===== src/rtl/async_fifo_pkg.sv =====
// Helpers shared by the read and write sides of the async FIFO.
// Pointer width stays a parameter of each block; helpers work on 32-bit values.
package async_fifo_pkg;

    function automatic logic [31:0] bin2gray(input logic [31:0] b);
        return b ^ (b >> 1);
    endfunction

endpackage


===== src/rtl/rd_obuf.sv =====
// Small register-array FIFO that holds words returned by the RAM.
// The head entry is always visible on o_head so the consumer sees first-word-fall-through.
module rd_obuf #(
    parameter int DATA_WIDTH = 8,
    parameter int OBUF_DEPTH = 3,
    localparam int PW = $clog2(OBUF_DEPTH),
    localparam int CW = $clog2(OBUF_DEPTH + 1)
) (
    input  logic                  i_clk,
    input  logic                  i_rst_n,
    input  logic                  i_push,
    input  logic [DATA_WIDTH-1:0] i_wdata,
    input  logic                  i_pop,
    output logic [DATA_WIDTH-1:0] o_head,
    output logic [CW-1:0]         o_count
);

    logic [DATA_WIDTH-1:0] r_mem [OBUF_DEPTH];
    logic [PW-1:0]         r_head;
    logic [PW-1:0]         r_tail;
    logic [CW-1:0]         r_cnt;
    logic                  w_pop;

    // Depth need not be a power of two, so indices wrap explicitly.
    function automatic logic [PW-1:0] idx_inc(input logic [PW-1:0] p);
        return (p == PW'(OBUF_DEPTH - 1)) ? '0 : p + 1'b1;
    endfunction

    assign w_pop   = i_pop & (r_cnt != '0);
    assign o_head  = r_mem[r_head];
    assign o_count = r_cnt;

    always_ff @(posedge i_clk or negedge i_rst_n) begin
        if (!i_rst_n) begin
            for (int i = 0; i < OBUF_DEPTH; i++) r_mem[i] <= '0;
            r_head <= '0;
            r_tail <= '0;
            r_cnt  <= '0;
        end else begin
            if (i_push) begin
                r_mem[r_tail] <= i_wdata;
                r_tail        <= idx_inc(r_tail);
            end
            if (w_pop) r_head <= idx_inc(r_head);
            case ({i_push, w_pop})
                2'b10:   r_cnt <= r_cnt + 1'b1;
                2'b01:   r_cnt <= r_cnt - 1'b1;
                default: r_cnt <= r_cnt;
            endcase
        end
    end

endmodule


===== src/rtl/rptr_rd_ctrl.sv =====
// Read-side controller of the async FIFO: owns the read pointer, issues RAM reads
// and streams returned words to the consumer through a small output buffer.
module rptr_rd_ctrl
    import async_fifo_pkg::*;
#(
    parameter int PTR_WIDTH  = 8,
    parameter int DATA_WIDTH = 8,
    parameter int OBUF_DEPTH = 3,
    localparam int ADDR_WIDTH = PTR_WIDTH - 1
) (
    input  logic                  rclk,
    input  logic                  rrst_n,
    input  logic                  rempty,
    output logic [PTR_WIDTH-1:0]  rgray_nxt,
    output logic [PTR_WIDTH-1:0]  rptr,
    output logic                  rd_en,
    output logic [ADDR_WIDTH-1:0] raddr,
    input  logic [DATA_WIDTH-1:0] rdata_mem,
    output logic [DATA_WIDTH-1:0] rdata,
    output logic                  rvalid,
    input  logic                  rready
);

    localparam int CW = $clog2(OBUF_DEPTH + 1);
    localparam int OW = $clog2(OBUF_DEPTH + 2);

    logic [PTR_WIDTH-1:0] r_rbin;
    logic [PTR_WIDTH-1:0] r_rptr;
    logic [PTR_WIDTH-1:0] w_rbin_nxt;
    logic                 r_inflight;
    logic [CW-1:0]        w_cnt;
    logic [OW-1:0]        w_occ;
    logic                 w_pop;

    // Reads already issued count against buffer space, so rd_en never needs rready.
    assign w_occ      = OW'(w_cnt) + OW'(r_inflight);
    assign rd_en      = ~rempty & (w_occ < OW'(OBUF_DEPTH));
    assign w_rbin_nxt = r_rbin + PTR_WIDTH'(rd_en);
    assign rgray_nxt  = PTR_WIDTH'(bin2gray(32'(w_rbin_nxt)));
    assign rptr       = r_rptr;
    assign raddr      = r_rbin[ADDR_WIDTH-1:0];
    assign rvalid     = (w_cnt != '0);
    assign w_pop      = rvalid & rready;

    always_ff @(posedge rclk or negedge rrst_n) begin
        if (!rrst_n) begin
            r_rbin     <= '0;
            r_rptr     <= '0;
            r_inflight <= 1'b0;
        end else begin
            r_rbin     <= w_rbin_nxt;
            r_rptr     <= rgray_nxt;
            r_inflight <= rd_en;
        end
    end

    rd_obuf #(
        .DATA_WIDTH (DATA_WIDTH),
        .OBUF_DEPTH (OBUF_DEPTH)
    ) u_obuf (
        .i_clk   (rclk),
        .i_rst_n (rrst_n),
        .i_push  (r_inflight),
        .i_wdata (rdata_mem),
        .i_pop   (w_pop),
        .o_head  (rdata),
        .o_count (w_cnt)
    );

    a_no_overflow: assert property (@(posedge rclk) disable iff (!rrst_n)
        !(r_inflight && (w_occ > OW'(OBUF_DEPTH))));

endmodule


===== config.mk =====
export PLATFORM = sky130hd
export DESIGN_NAME = rptr_rd_ctrl
export DESIGN_NICKNAME = d
export VERILOG_FILES = /design/src/rtl/async_fifo_pkg.sv /design/src/rtl/rd_obuf.sv /design/src/rtl/rptr_rd_ctrl.sv
export SDC_FILE = /design/constraint.sdc
export NUM_CORES = 1
export LEC_CHECK = 0
export CAP_MARGIN = 15
export CORE_UTILIZATION = 30
export CTS_CLUSTER_SIZE = 24
export DETAILED_ROUTE_END_ITERATION = 10
export GPL_ROUTABILITY_DRIVEN = 0
export MAX_ROUTING_LAYER = met4
export PLACE_DENSITY = 0.63
export SYNTH_ARGS = -nofsm -noshare
export SYNTH_HDL_FRONTEND = slang
export SYNTH_SLANG_ARGS = --single-unit
export TNS_END_PERCENT = 10

===== constraint.sdc =====
create_clock -name rclk -period 6.85 [get_ports rclk]
set_clock_uncertainty 0.1 [all_clocks]
set_input_delay 2.055 -clock rclk [delete_from_list [all_inputs] [get_ports rclk]]
set_output_delay 2.055 -clock rclk [all_outputs]
set_load 0.05 [all_outputs]

* Yosys cells after proc, flatten, opt, wreduce, memory -nomap -nowiden *
Index checks and enable logic that the tools add are counted.

storage, ports and cells
  logic and storage cells = 42
  output and inout port bits = 33
  register bits after elaboration = 47
  input port bits = 12

cells by class
  magnitude comparators = 4
  add/sub/neg operators = 6
  bitwise gates (word level) = 7
  muxes and demuxes = 9
  equality and inequality tests = 4
  reductions and logical operators = 3

operators by type and width
  operator               count
  $bwmux W24             1
  $mux W8                3
  $bmux W8 S2            1
  $demux W8 S2           1
  $add A8 B1 Y8          1
  $xor A8 B7 Y8          1
  $add A2 B1 Y2 const B  3
  $eq A2 B2 Y1 const B   3
  $ge A3 B3 Y1 const B   2
  $not A2 Y3             2
  $mux W2                2
  $pmux W2 S2            1
  $reduce_bool A2 Y1     2
  $add A2 B1 Y3          1
  $and A1 B1 Y1          3
  $lt A3 B1 Y1 const B   1
  $lt A3 B2 Y1 const B   1
  $eq A2 B1 Y1 const B   1
  $sub A2 B1 Y2 const B  1
  $logic_and A1 B1 Y1    1
  $not A1 Y1             1

* Logic depth before layout (Yosys ltp) *
Gate-level depths: netlist of the first run.

  depth after elaboration = 6
  depth in mapped cells = 9
  depth with buffers taken out = 9

* Cells and area by module *
A second synthesis of the first run with hierarchy kept.

second synthesis, totals
  cell total of the unflattened synthesis = 151
  area, all modules = 1983.2 µm²

by module, submodules not included
  module        instances  cells an instance  area each (µm²)  sequential area each (µm²)
  rd_obuf       1          102                1315.0           750.7
  rptr_rd_ctrl  1          49                 668.1            400.4

* Least setup slack after synthesis of the first run *
No wires, ideal clock.

  path type = in2out
  start = input port rempty
  end = output port rgray_nxt[4]
  path slack = -417 ps
  buffers on the path = 0
  arrival time = 5112 ps
  data required time = 4695 ps
  stages = 7
  cell sequence = a211oi_1 > ha_1 > ha_1 > nand3_1 > xor2_1 > inv_1 > xnor2_1

on the way
  longest elaborated chain between the ends = 4

RTL lines
  element                  RTL line             RTL
  start: declaration       rptr_rd_ctrl.sv:13   input logic rempty,
  $not A1 Y1               rptr_rd_ctrl.sv:37   assign rd_en = ~rempty & (w_occ < OW'(OBUF_DEPTH));
  $and A1 B1 Y1            rptr_rd_ctrl.sv:37
  $add A8 B1 Y8            rptr_rd_ctrl.sv:38   assign w_rbin_nxt = r_rbin + PTR_WIDTH'(rd_en);
  named net w_rbin_nxt[4]  rptr_rd_ctrl.sv:29   logic [PTR_WIDTH-1:0] w_rbin_nxt;
  $xor A8 B7 Y8            async_fifo_pkg.sv:6  return b ^ (b >> 1);
  end: declaration         rptr_rd_ctrl.sv:14   output logic [PTR_WIDTH-1:0] rgray_nxt,

The timed path passes the listed nets, and every way through them passes these cells.

* Final worst setup path of the first run *
  start = input port rempty
  end = output port rgray_nxt[0]

The elaborated chain is that of the path after synthesis.

==> metrics.txt, run 1 <==
number of port buffers=44; DR vias/cell=between 4 and 5; CTS tree=built; Crit path required time=between 4 and 5 ns; fin. max-slew vios=0; FFs w/ async S/R, synth=1.000; I/O pin count=45; fmax=about 0.16 GHz; sequential share of the synthesized area=0.5790; Met1 Wirelength=between 1500 and 2000 um; Horiz. Die Dim=about 83 um; Buf/Inv on CP=2; largest net degree at the start of global routing=47; wire length on met2=1655 um; post-route cell area=2631 um^2; flop2flop setup slack=about 4.2 ns; Hold Violations, Final=0; number of enable flip-flop cells after synthesis=0; syn_area_per_cell=between 10 and 15 um^2; layout cells sized above 1=0.2273; clock root cell=clkbuf_8; CTS Buf Count=5; DRC viols=0; synthesized flop and latch total=46; WP data arrival=4.22 ns; Placed Instance Area=2501 um^2; crit start category=primary input; row cnt=29; Layout Area Growth over Synthesis=32.35%; CTS Hold Bufs=0; Total Nets Final=214; CTS Buffer Depth=2; Vias=around 1200; DIE AREA=just under 7000 um^2; # H-tree levels=2; Max transition margin=0.4887; Die H=83.41 um; syn nets=167; Slew @ Worst Pin=0.7629 ns; post-cts sizing count=0; fin crit share=0.9308; Area contributors post-synth=dfrtp_1 58%, mux2_2 9.1%, mux2_4 6.0%; DR WL/cell=between 10 and 15 um; crit path cell chain=clkdlybuf4s50_1, a211oi_2, ha_1, ha_1, xor2_1, clkdlybuf4s50_1; Warnings, synthesis=0; Slowest-stage cell, CP=clkdlybuf4s50_1; ANT nets after route=0; Sequential Area=1151 um^2; initial antenna violation count=0; vias in the first global route=1302; initial core utilization=0.3113; Crit path max-delay family=buffers and inverters; endpoints failing setup=0; Netlist cell types=27; mapped cell area=1988 um^2; critical path peak fanout=3; Max Cap Viol=0; Setup Buffers After CTS=0; first-pass GRT wire length=approximately 6300 um; DR WL met3=230 um; Main synth FF type=dfrtp_1; grt total ovfl=0; TNS Setup=0 ns; area of the multi-input gates=between 700 and 800 um^2; setup repair after global routing missed its margin=false; Core ar.=6386 um^2; slowest stage delay, CP=0.83 ns; Core Util, Final=0.4120; clock latency on the worst-skew pair=0.29 ns; routed wire length=about 3800 um; top sig layer=met4; area share of the largest cell type after synthesis=0.5790; HPWL Detailed=roughly 2500 um; Hold Crit Class=flop to flop; CTS Sinks=46; crit path kind=primary input to primary output; synthesized netlist cell count=150; post-synth top area cell=dfrtp_1; GRT Overall Usage=0.1192; outcome=finished clean; DRT iter0 DRCs=67; Clock Pin Slew Worst Setup and Hold Paths=0.08 ns; Critical Path End Type=primary output; Tmin final=roughly 6.4 ns; Antenna Cells=0; 1st-pass router iterations=2; Filler cells=617
routing by layer:
| layer | vias to the layer above | global-route usage |
|---|---|---|
| met5 | - | - |
| met4 | 0 | 0.04232 |
| met3 | 9 | 0.03678 |
| met2 | 39 | 0.1751 |
| met1 | 598 | 0.1556 |
| li1 | 602 | - |
cell families (layout without fill, tap and decap cells):
| kind of cell | count (synthesis) | in the layout | synth area share |
|---|---|---|---|
| flip-flops | 46 | 46 | 0.5790 |
| AO/OA/AOI/OAI | 13 | 13 | 0.03650 |
| buffers and inverters | 12 | 60 | 0.02894 |
| adder cells (fa/ha/maj) | 5 | 5 | 0.03147 |
| XOR/XNOR | 16 | 16 | 0.07048 |
| multiplexers | 32 | 32 | 0.1913 |
| AND/OR/NAND/NOR | 26 | 26 | 0.06231 |
cells in the final DEF, fill, tap and decap left out:
cell type        Yosys  routed
o21ai_0             10      10
and3_1               1       1
nor3_2               1       1
nor2_1               2       2
inv_2                1       1
nor2b_1              1       1
a21o_1               2       2
mux2_2              16      16
clkbuf_8             0       8
buf_2                1       1
nor3_1               2       2
dfrtp_1             46      46
or2_2                1       1
ha_1                 5       5
nand2b_1             1       1
clkdlybuf4s50_1      0      36
nand2_1             12      12
xnor2_1              6       6
mux2_4               8       8
or3_1                1       1
mux2i_1              8       8
a211oi_2             0       1
nand3_1              4       4
buf_12               0       3
inv_1                6       6
buf_4                1       5
xor2_1              10      10
worst paths after layout:
path	from	depth (start not counted)	endpoint
max in group asynchronous	rrst_n	2	u_obuf.r_mem[11]
max	rempty	6	rgray_nxt[0]
min	u_obuf.o_count[1]	1	u_obuf.o_count[1]
min reg2reg	u_obuf.o_count[1]	1	u_obuf.o_count[1]
max reg2reg	r_inflight	8	rptr[5]
min in group asynchronous	rrst_n	1	r_rbin[7]
sequential cells by signal (all words and copies together) (netlist names):
signal	count
u_obuf.r_head	2
u_obuf.r_mem	24
r_rbin	8
r_inflight	1
u_obuf.o_count	2
u_obuf.r_tail	2
rptr	7
metrics by stage:
stage / hold slack, ns / worst slack [ns] / std cells
CTS: 0.3978 / 0.4536 / 274
global route: 0.4244 / 0.3579 / 275
finish: 0.3934 / 0.4741 / 275
floorplan: 0.3619 / 0.1815 / 150
global placement: 0.3835 / 0.5153 / 266
detailed placement: 0.3855 / 0.4680 / 266
synthesized netlist by cell type (all sizes together), types with 3 or more instances:
library cell,n
buf,4
dfrtp,46
ha,5
inv,7
mux2,24
mux2i,8
nand2,12
nand3,4
nor3,3
o21ai,10
xnor2,6
xor2,10
layout make-up:
type                    instances  share of cell area
flip-flops and latches         46              0.4375
multi-input cells              92              0.2981
repair buffers                 45              0.1759
clock buffers                   8             0.04185
well taps                      77             0.03661
inverters                       7            0.009986
Power of run 1 is left out: the tool's default activity adds up to more than one toggle a clock period on the data nets, which glitch-free logic cannot reach.
==> inputs of run 2 (changes only) <==
- CORE_UTILIZATION: 30 -> 53
- PLACE_DENSITY: 0.63 -> 0.95
==> run 2 against run 1 <==
Against the previous run: register-to-register slack better by 0.07 ns; first-iteration DRC count shrank 40%; sequential share of layout area grew 1.7 points; clock-buffer cell count down 2; flip-flop and latch count unchanged; non-clock buffer count shrank 1; critical path depth unchanged; setup slack worse by 0.0079 ns; routed wire length is 0.82% lower; core utilization grew 32 points; cell count down 12%; worst hold slack gained 0.016 ns; critical path type unchanged; highest routed layer unchanged.
==> metrics.txt, run 2 (synthesized netlist as in run 1, its figures left out) <==
Filler cells=244 (-60%); GRT Overall Usage=0.2164 (+0.09725); DIE AREA=4000 um^2 (-42%); Core Util, Final=0.7302 (+0.3181); Slowest-stage cell, CP=clkdlybuf4s50_1; grt total ovfl=0 (unchanged); setup repair after global routing missed its margin=false; initial antenna violation count=0 (unchanged); crit path cell chain=clkdlybuf4s50_1, a211oi_2, ha_1, ha_1, xor2_1, clkdlybuf4s50_1; most frequent cells in the layout=46 x dfrtp_1, 36 x clkdlybuf4s50_1, 16 x mux2_2; max reg flops=24 (unchanged); first-pass GRT wire length=6354 um (+0.65%); routed wire length=3742 um (-0.82%); slowest stage delay, CP=0.84 ns (about the same); vias in the first global route=1397 (+7.3%); Vias=1268 (+1.6%); critical path peak fanout=3 (unchanged); ANT nets after route=0 (unchanged); Crit path max-delay family=buffers and inverters; DR WL/cell=15.53 um (+13%); DR vias/cell=5.261 (+16%); post-cts sizing count=0 (unchanged); CTS Sinks=46 (unchanged); Max Cap Viol=0 (unchanged); HPWL Detailed=2638 um (+5.6%); fin crit share=0.9319 (+0.001153); crit start category=primary input; CTS Hold Bufs=0 (unchanged); placed insts=235 (-12%); Hold Crit Class=flop to flop; endpoints failing setup=0 (unchanged); commonest non-fill, non-tap cell in the layout=dfrtp_1; # H-tree levels=2 (unchanged); Critical Path End Type=primary output; layout cells sized above 1=0.2154 (-0.01189); Layout Cells excl Fill=241 (-12%); CTS Buffer Depth=2 (unchanged); Crit path required time=4.70 ns (about the same); I/O pin count=45 (unchanged); Hold Violations, Final=0 (unchanged); fin. max-slew vios=0 (unchanged); row cnt=21 (-28%); initial core utilization=0.5732 (+0.2619); Die H=63.25 um (-24%); Layout Area Growth over Synthesis=27.38%; Buf/Inv on CP=2 (unchanged); Tmin final=6.384 ns (+0.007901 ns); outcome=finished clean; DRC viols=0 (unchanged); fmax=0.1566 GHz (-0.12%); Clock Pin Slew Worst Setup and Hold Paths=0.07 ns (about the same); Max transition margin=0.3474 (-0.1413); flop2flop setup slack=4.29 ns (+0.07 ns); Total Nets Final=213 (-0.47%); Setup Buffers After CTS=0 (unchanged); CTS tree=built; clock root cell=clkbuf_8; crit path kind=primary input to primary output; Core ar.=3468 um^2 (-46%); Horiz. Die Dim=63.25 um (-24%); largest register by flop count=u_obuf.r_mem; WP data arrival=4.23 ns (about the same); Antenna Cells=0 (unchanged); DRT iter0 DRCs=40 (-40%); number of port buffers=44 (unchanged); largest net degree at the start of global routing=47 (unchanged); clock latency on the worst-skew pair=0.29 ns (about the same); CTS Buf Count=5 (unchanged); Slew @ Worst Pin=0.9789 ns (+0.2160 ns); 1st-pass router iterations=5 (+3); TNS Setup=0 ns (unchanged)
## run 2: path summary, 6_finish.rpt
check / from / depth (start not counted) / end
setup / recovery: rempty / 6 / rgray_nxt[0]
hold / removal: u_obuf.r_mem[10] / 1 / u_obuf.r_mem[10]
setup reg to reg: r_inflight / 8 / rptr[6]
hold reg to reg: u_obuf.r_mem[10] / 1 / u_obuf.r_mem[10]
max in group asynchronous: rrst_n / 1 / u_obuf.r_mem[1]
min in group asynchronous: rrst_n / 1 / u_obuf.r_mem[14]
## run 2: per-stage QoR
stage,cell area [um^2],hold slack (ns),setup WS (ns)
2_1_floorplan,1993,0.3619,0.1815
3_5_place_dp,2450,0.3955,0.4423
3_3_place_gp,2450,0.3855,0.5336
5_1_grt,2532,0.4198,0.3913
6_report,2532,0.4096,0.4662
4_1_cts,2532,0.4131,0.4558
## run 2: cell type report
| cell class | count | area [um^2] | area share |
|---|---|---|---|
| sequential | 46 | 1151 | 0.4545 |
| multi-input combinational | 92 | 784.5 | 0.3098 |
| inverter | 7 | 26.28 | 0.01038 |
| clock buffer | 6 | 82.58 | 0.03261 |
| tap | 46 | 57.56 | 0.02273 |
| timing repair buffer | 44 | 430.4 | 0.1700 |
## run 2: worst reg2reg max path: stages, from the launching register on
cell and delay (ns):
dfrtp_1 0.43, ha_1 0.22, ha_1 0.28, a211oi_2 0.29, ha_1 0.21, nand3_1 0.15
nor3_1 0.24, xor2_1 0.30, xnor2_1 0.23
## run 2: metal layers
metal	track usage	share of wire	wire [um]
met3	0.06159	0.059	220
met1	0.2512	0.43	1618
met2	0.3629	0.49	1838
met5	-	0	0
met4	0.06818	0.017	65
Power of run 2 is left out for the same reason.
==> variant 1 (config.mk and constraints of run 1) <==
Make the reset (`i_rst_n` and `rrst_n`) synchronous in 2 clocked blocks. Comments in the files are not updated.
--- a/src/rtl/rd_obuf.sv
+++ b/src/rtl/rd_obuf.sv
@@ -30,7 +30,7 @@
     assign o_head  = r_mem[r_head];
     assign o_count = r_cnt;
 
-    always_ff @(posedge i_clk or negedge i_rst_n) begin
+    always_ff @(posedge i_clk) begin
         if (!i_rst_n) begin
             for (int i = 0; i < OBUF_DEPTH; i++) r_mem[i] <= '0;
             r_head <= '0;
--- a/src/rtl/rptr_rd_ctrl.sv
+++ b/src/rtl/rptr_rd_ctrl.sv
@@ -42,7 +42,7 @@
     assign rvalid     = (w_cnt != '0);
     assign w_pop      = rvalid & rready;
 
-    always_ff @(posedge rclk or negedge rrst_n) begin
+    always_ff @(posedge rclk) begin
         if (!rrst_n) begin
             r_rbin     <= '0;
             r_rptr     <= '0;
Formal check against the unedited RTL: differs if rrst_n is asserted again (counterexample within 4 cycles, from zero or initial values and one cycle with rrst_n low); with rrst_n held inactive, the same outputs for 10 cycles.
==> variant 1 against run 1 <==
Sequential cell count is 10 higher. Wire length rose by 30%. Global-route usage grew 0.55 points. First-iteration DRC count is 9.0% lower. Synthesized cell count up 33%. Worst hold slack gained 0.037 ns. Final area rose by 22%. Synthesized area increased by 27%. Worst setup slack got worse by 0.0069 ns. Largest cell class unchanged. Highest routed layer unchanged.
==> variant 1: results (changes against run 1) <==
CTS buffer count: 5 (unchanged)
R2r endpoint: rptr[4]
Largest reg by FF count: u_obuf.r_mem
Min-delay src: u_obuf.o_count[1]
Min Clock Period, post-route: 6.38 ns (+0.00690 ns)
Placed cell count: 339 (+27%)
CP Capture Point: rgray_nxt[3]
CP max FO: 6 (+3)
Post-CTS Resized: 0 (unchanged)
Post-synth EDFFs: 32 (+32)
Worst path max stage delay: 0.41 ns (-0.42 ns)
Max VDD drop: 0.214 mV
Final cell count without fillers: 347 (+26%)
Synth Area per Inst: 12.7 µm² (-4.6%)
DIE AREA: 0.00876 mm² (+26%)
Crit path DAT: 4.23 ns (about the same)
IO Port Bufs: 44 (unchanged)
DP HPWL: 3390 µm (+35%)
Post-Place Setup Slack: 0.469 ns (+0.00100 ns)
Slowest cell on crit path: clkdlybuf4s50_1
Register area share after synthesis: 0.573 (-0.00642)
Root Driver: clkbuf_8
Outcome: finished clean
NumNets Final: 258 (+21%)
Cells on Worst Hold Path: 2 (+1)
Placed Area: 0.00312 mm² (+25%)
Largest net degree at the start of global routing: 20 (-57%)
Reg2Reg Setup Slack: 4.28 ns (+0.06 ns)
Worst Reg-to-Reg Cells: 9 (+1)
DR vias: 1579 (+27%)
GRT Util Overall: 0.125 (+0.00554)
DRT Wirelength: 4920 µm (+30%)
Pre-antenna DRT Iters: 4 (+2)
Synth cell count leaders: edfxtp_1, and2_1, dfxtp_1, nor2_1, xnor2_1
Synth top area cells: edfxtp_1, dfxtp_1, and2_1, mux4_2, xnor2_1
Max-slew headroom at the worst pin: 0.432 (-0.0568)
Largest register FFs: 32 (+33%)
First-pass GRT wire length: 7960 µm (+26%)
Post-synthesis cell type count: 34 (+26%)
Most used DFF post-synth: edfxtp_1
Reg clk slew, reported paths: 0.10 ns (+0.02 ns)
Hold Crit Class: reg -> reg
Hold endpoint: u_obuf.o_count[1]
Hold WS: 0.430 ns (+0.0369 ns)
FF-to-FF Start: r_inflight
DR iter-0 viols: 61 (-9.0%)
Share of layout cells above drive strength 1: 0.174 (-0.0537)
Antenna violations before repair: 0 (unchanged)
Switch share: 0.350
Post-synth ARST share: 0 (-1.00)
Syn nets: 216 (+29%)
Clk_lat worst skew: 0.31 ns (+0.02 ns)
Yosys warns: 0 (unchanged)
==> variant 1: power groups by stage <==
stage	clock network [mW]	logic [mW]	registers, mW
5_1_grt	0.203	0.291	0.413
6_report	0.185	0.274	0.408
3_3_place_gp	0	0.274	0.416
3_5_place_dp	0	0.276	0.416
4_1_cts	0.192	0.277	0.409
2_1_floorplan	0	0.181	0.422
==> variant 1: logic make-up after synthesis <==
family | Yosys count | share of synthesized area
mux | 11 | 0.0835
xor+xnor | 15 | 0.0522
flops | 56 | 0.573
fa+ha+maj | 5 | 0.0249
buf+inv | 16 | 0.0298
compound gates | 18 | 0.0527
simple gates | 78 | 0.184
==> variant 1: area by class of cell <==
cell class	count	area (µm²)
fill	806	4970
sequential	56	1440
multi-input combinational	127	1010
timing repair buffer	46	510
tap	105	131
clock buffer	6	72.6
inverter	5	18.8
clock inverter	2	16.3
==> variant 1: worst max-delay path: cells and delay by family <==
family / cells / cell delay [ns]
AO/OA/AOI/OAI: 3 / 0.67
adder cells (fa/ha/maj): 2 / 0.48
buffers and inverters: 2 / 0.58
AND/OR/NAND/NOR: 2 / 0.44
==> variant 1: per-layer routing <==
layer | vias to the layer above | GRT usage | routed length (µm)
met4 | 0 | 0.0308 | 33
met5 | - | - | 0
met2 | 43 | 0.204 | 2380
li1 | 778 | - | -
met1 | 753 | 0.155 | 2270
met3 | 5 | 0.0317 | 240
==> variant 1: metrics by stage <==
| step | setup TNS, ns | utilization |
|---|---|---|
| after floorplan | -0.388 | - |
| after global placement | 0 | 0.381 |
| after detailed placement | 0 | 0.381 |
| after CTS | 0 | 0.392 |
| after global routing | 0 | 0.392 |
| final | 0 | 0.392 |
==> variant 2 (settings of run 1) <==
Without the edit above. `PTR_WIDTH`: 8 -> 9.
--- a/src/rtl/rptr_rd_ctrl.sv
+++ b/src/rtl/rptr_rd_ctrl.sv
@@ -3,7 +3,7 @@
 module rptr_rd_ctrl
     import async_fifo_pkg::*;
 #(
-    parameter int PTR_WIDTH  = 8,
+    parameter int PTR_WIDTH  = 9,
     parameter int DATA_WIDTH = 8,
     parameter int OBUF_DEPTH = 3,
     localparam int ADDR_WIDTH = PTR_WIDTH - 1
Interface: changed (resized raddr, rgray_nxt and rptr); port bits go from 45 to 48. No check against the original RTL was run, so the function may have changed too.
==> variant 2 against run 1 <==
Worst setup slack worse by 0.13 ns. Via count up 11%. Critical path type unchanged. Wire length up 7.8%. Synthesized area up 6.2%. Count of clock-buffer cells in the layout down 2. Non-clock buffer count up 3. Sequential cell count up 2. Final area up 8.5%. Largest cell class unchanged.
Power is left out: the tool's default activity adds up to more than one toggle a clock period on the data nets, which glitch-free logic cannot reach.
==> variant 2: results (changes against run 1) <==
Outcome: finished clean
DP HPWL: 2810 µm (+13%)
Final cell count without fillers: 311 (+13%)
DR WL/cell: 13.1 µm (-4.7%)
DR iter-0 viols: 34 (-49%)
First-pass GRT wire length: 6730 µm (+6.6%)
Post-Synth Adder-Cell Area: 0.0296 (-0.00185)
Synth cell count leaders: dfrtp_1, mux2_2, nand2_1, o21ai_0, xor2_1
CP Capture Point: rgray_nxt[6]
Worst path max stage delay: 0.41 ns (-0.42 ns)
Total of fill cells in the finished design: 641 (+3.9%)
Placed cell count: 303 (+14%)
Post-Synth XOR/XNOR Area: 0.0782 (+0.00771)
Syn nets: 183 (+9.6%)
Register area share after synthesis: 0.569 (-0.0103)
FF-to-FF Start: u_obuf.o_count[0]
CP max FO: 6 (+3)
IO Port Bufs: 47 (+6.8%)
R2r endpoint: rptr[6]
Min-delay src: u_obuf.r_mem[7]
Pre-antenna DRT Iters: 4 (+2)
Largest net degree at the start of global routing: 49 (+4.3%)
Compound-Gate Fraction of Synth Area: 0.0527 (+0.0162)
DIE AREA: 0.00738 mm² (+6.1%)
Max-slew headroom at the worst pin: 0.499 (+0.0105)
NumNets Final: 231 (+7.9%)
Post-Place Setup Slack: 0.366 ns (-0.102 ns)
Tcrit/Tclk final: 0.950 (+0.0194)
Post-synthesis cell type count: 31 (+15%)
==> variant 2: cell count changes in the layout (fill, tap and decap cells not counted), sizes merged, moves of 2 or more <==
| cell | delta |
|---|---|
| clkbuf | -2 |
| dfrtp | +2 |
| nand3 | +2 |
| clkdlybuf4s50 | +2 |
| nor3 | -2 |
| a21oi | +2 |
| o22ai | +2 |
| xnor2 | +2 |
==> variant 2: cell type report <==
| class | count | area [µm²] | share of cell area |
|---|---|---|---|
| repair buffers | 48 | 553 | 0.194 |
| clock inverters | 2 | 13.8 | 0.00482 |
| flip-flops and latches | 48 | 1200 | 0.421 |
| multi-input cells | 105 | 862 | 0.302 |
| clock buffers | 6 | 82.6 | 0.0289 |
| inverters | 6 | 22.5 | 0.00789 |
| well taps | 96 | 120 | 0.0421 |
==> variant 2: layer usage <==
metal,up-vias,global-route usage,wire length (µm)
met2,53,0.177,1750
met5,-,-,0
li1,665,-,-
met1,657,0.165,1990
met3,6,0.0404,290
met4,0,0.0364,36
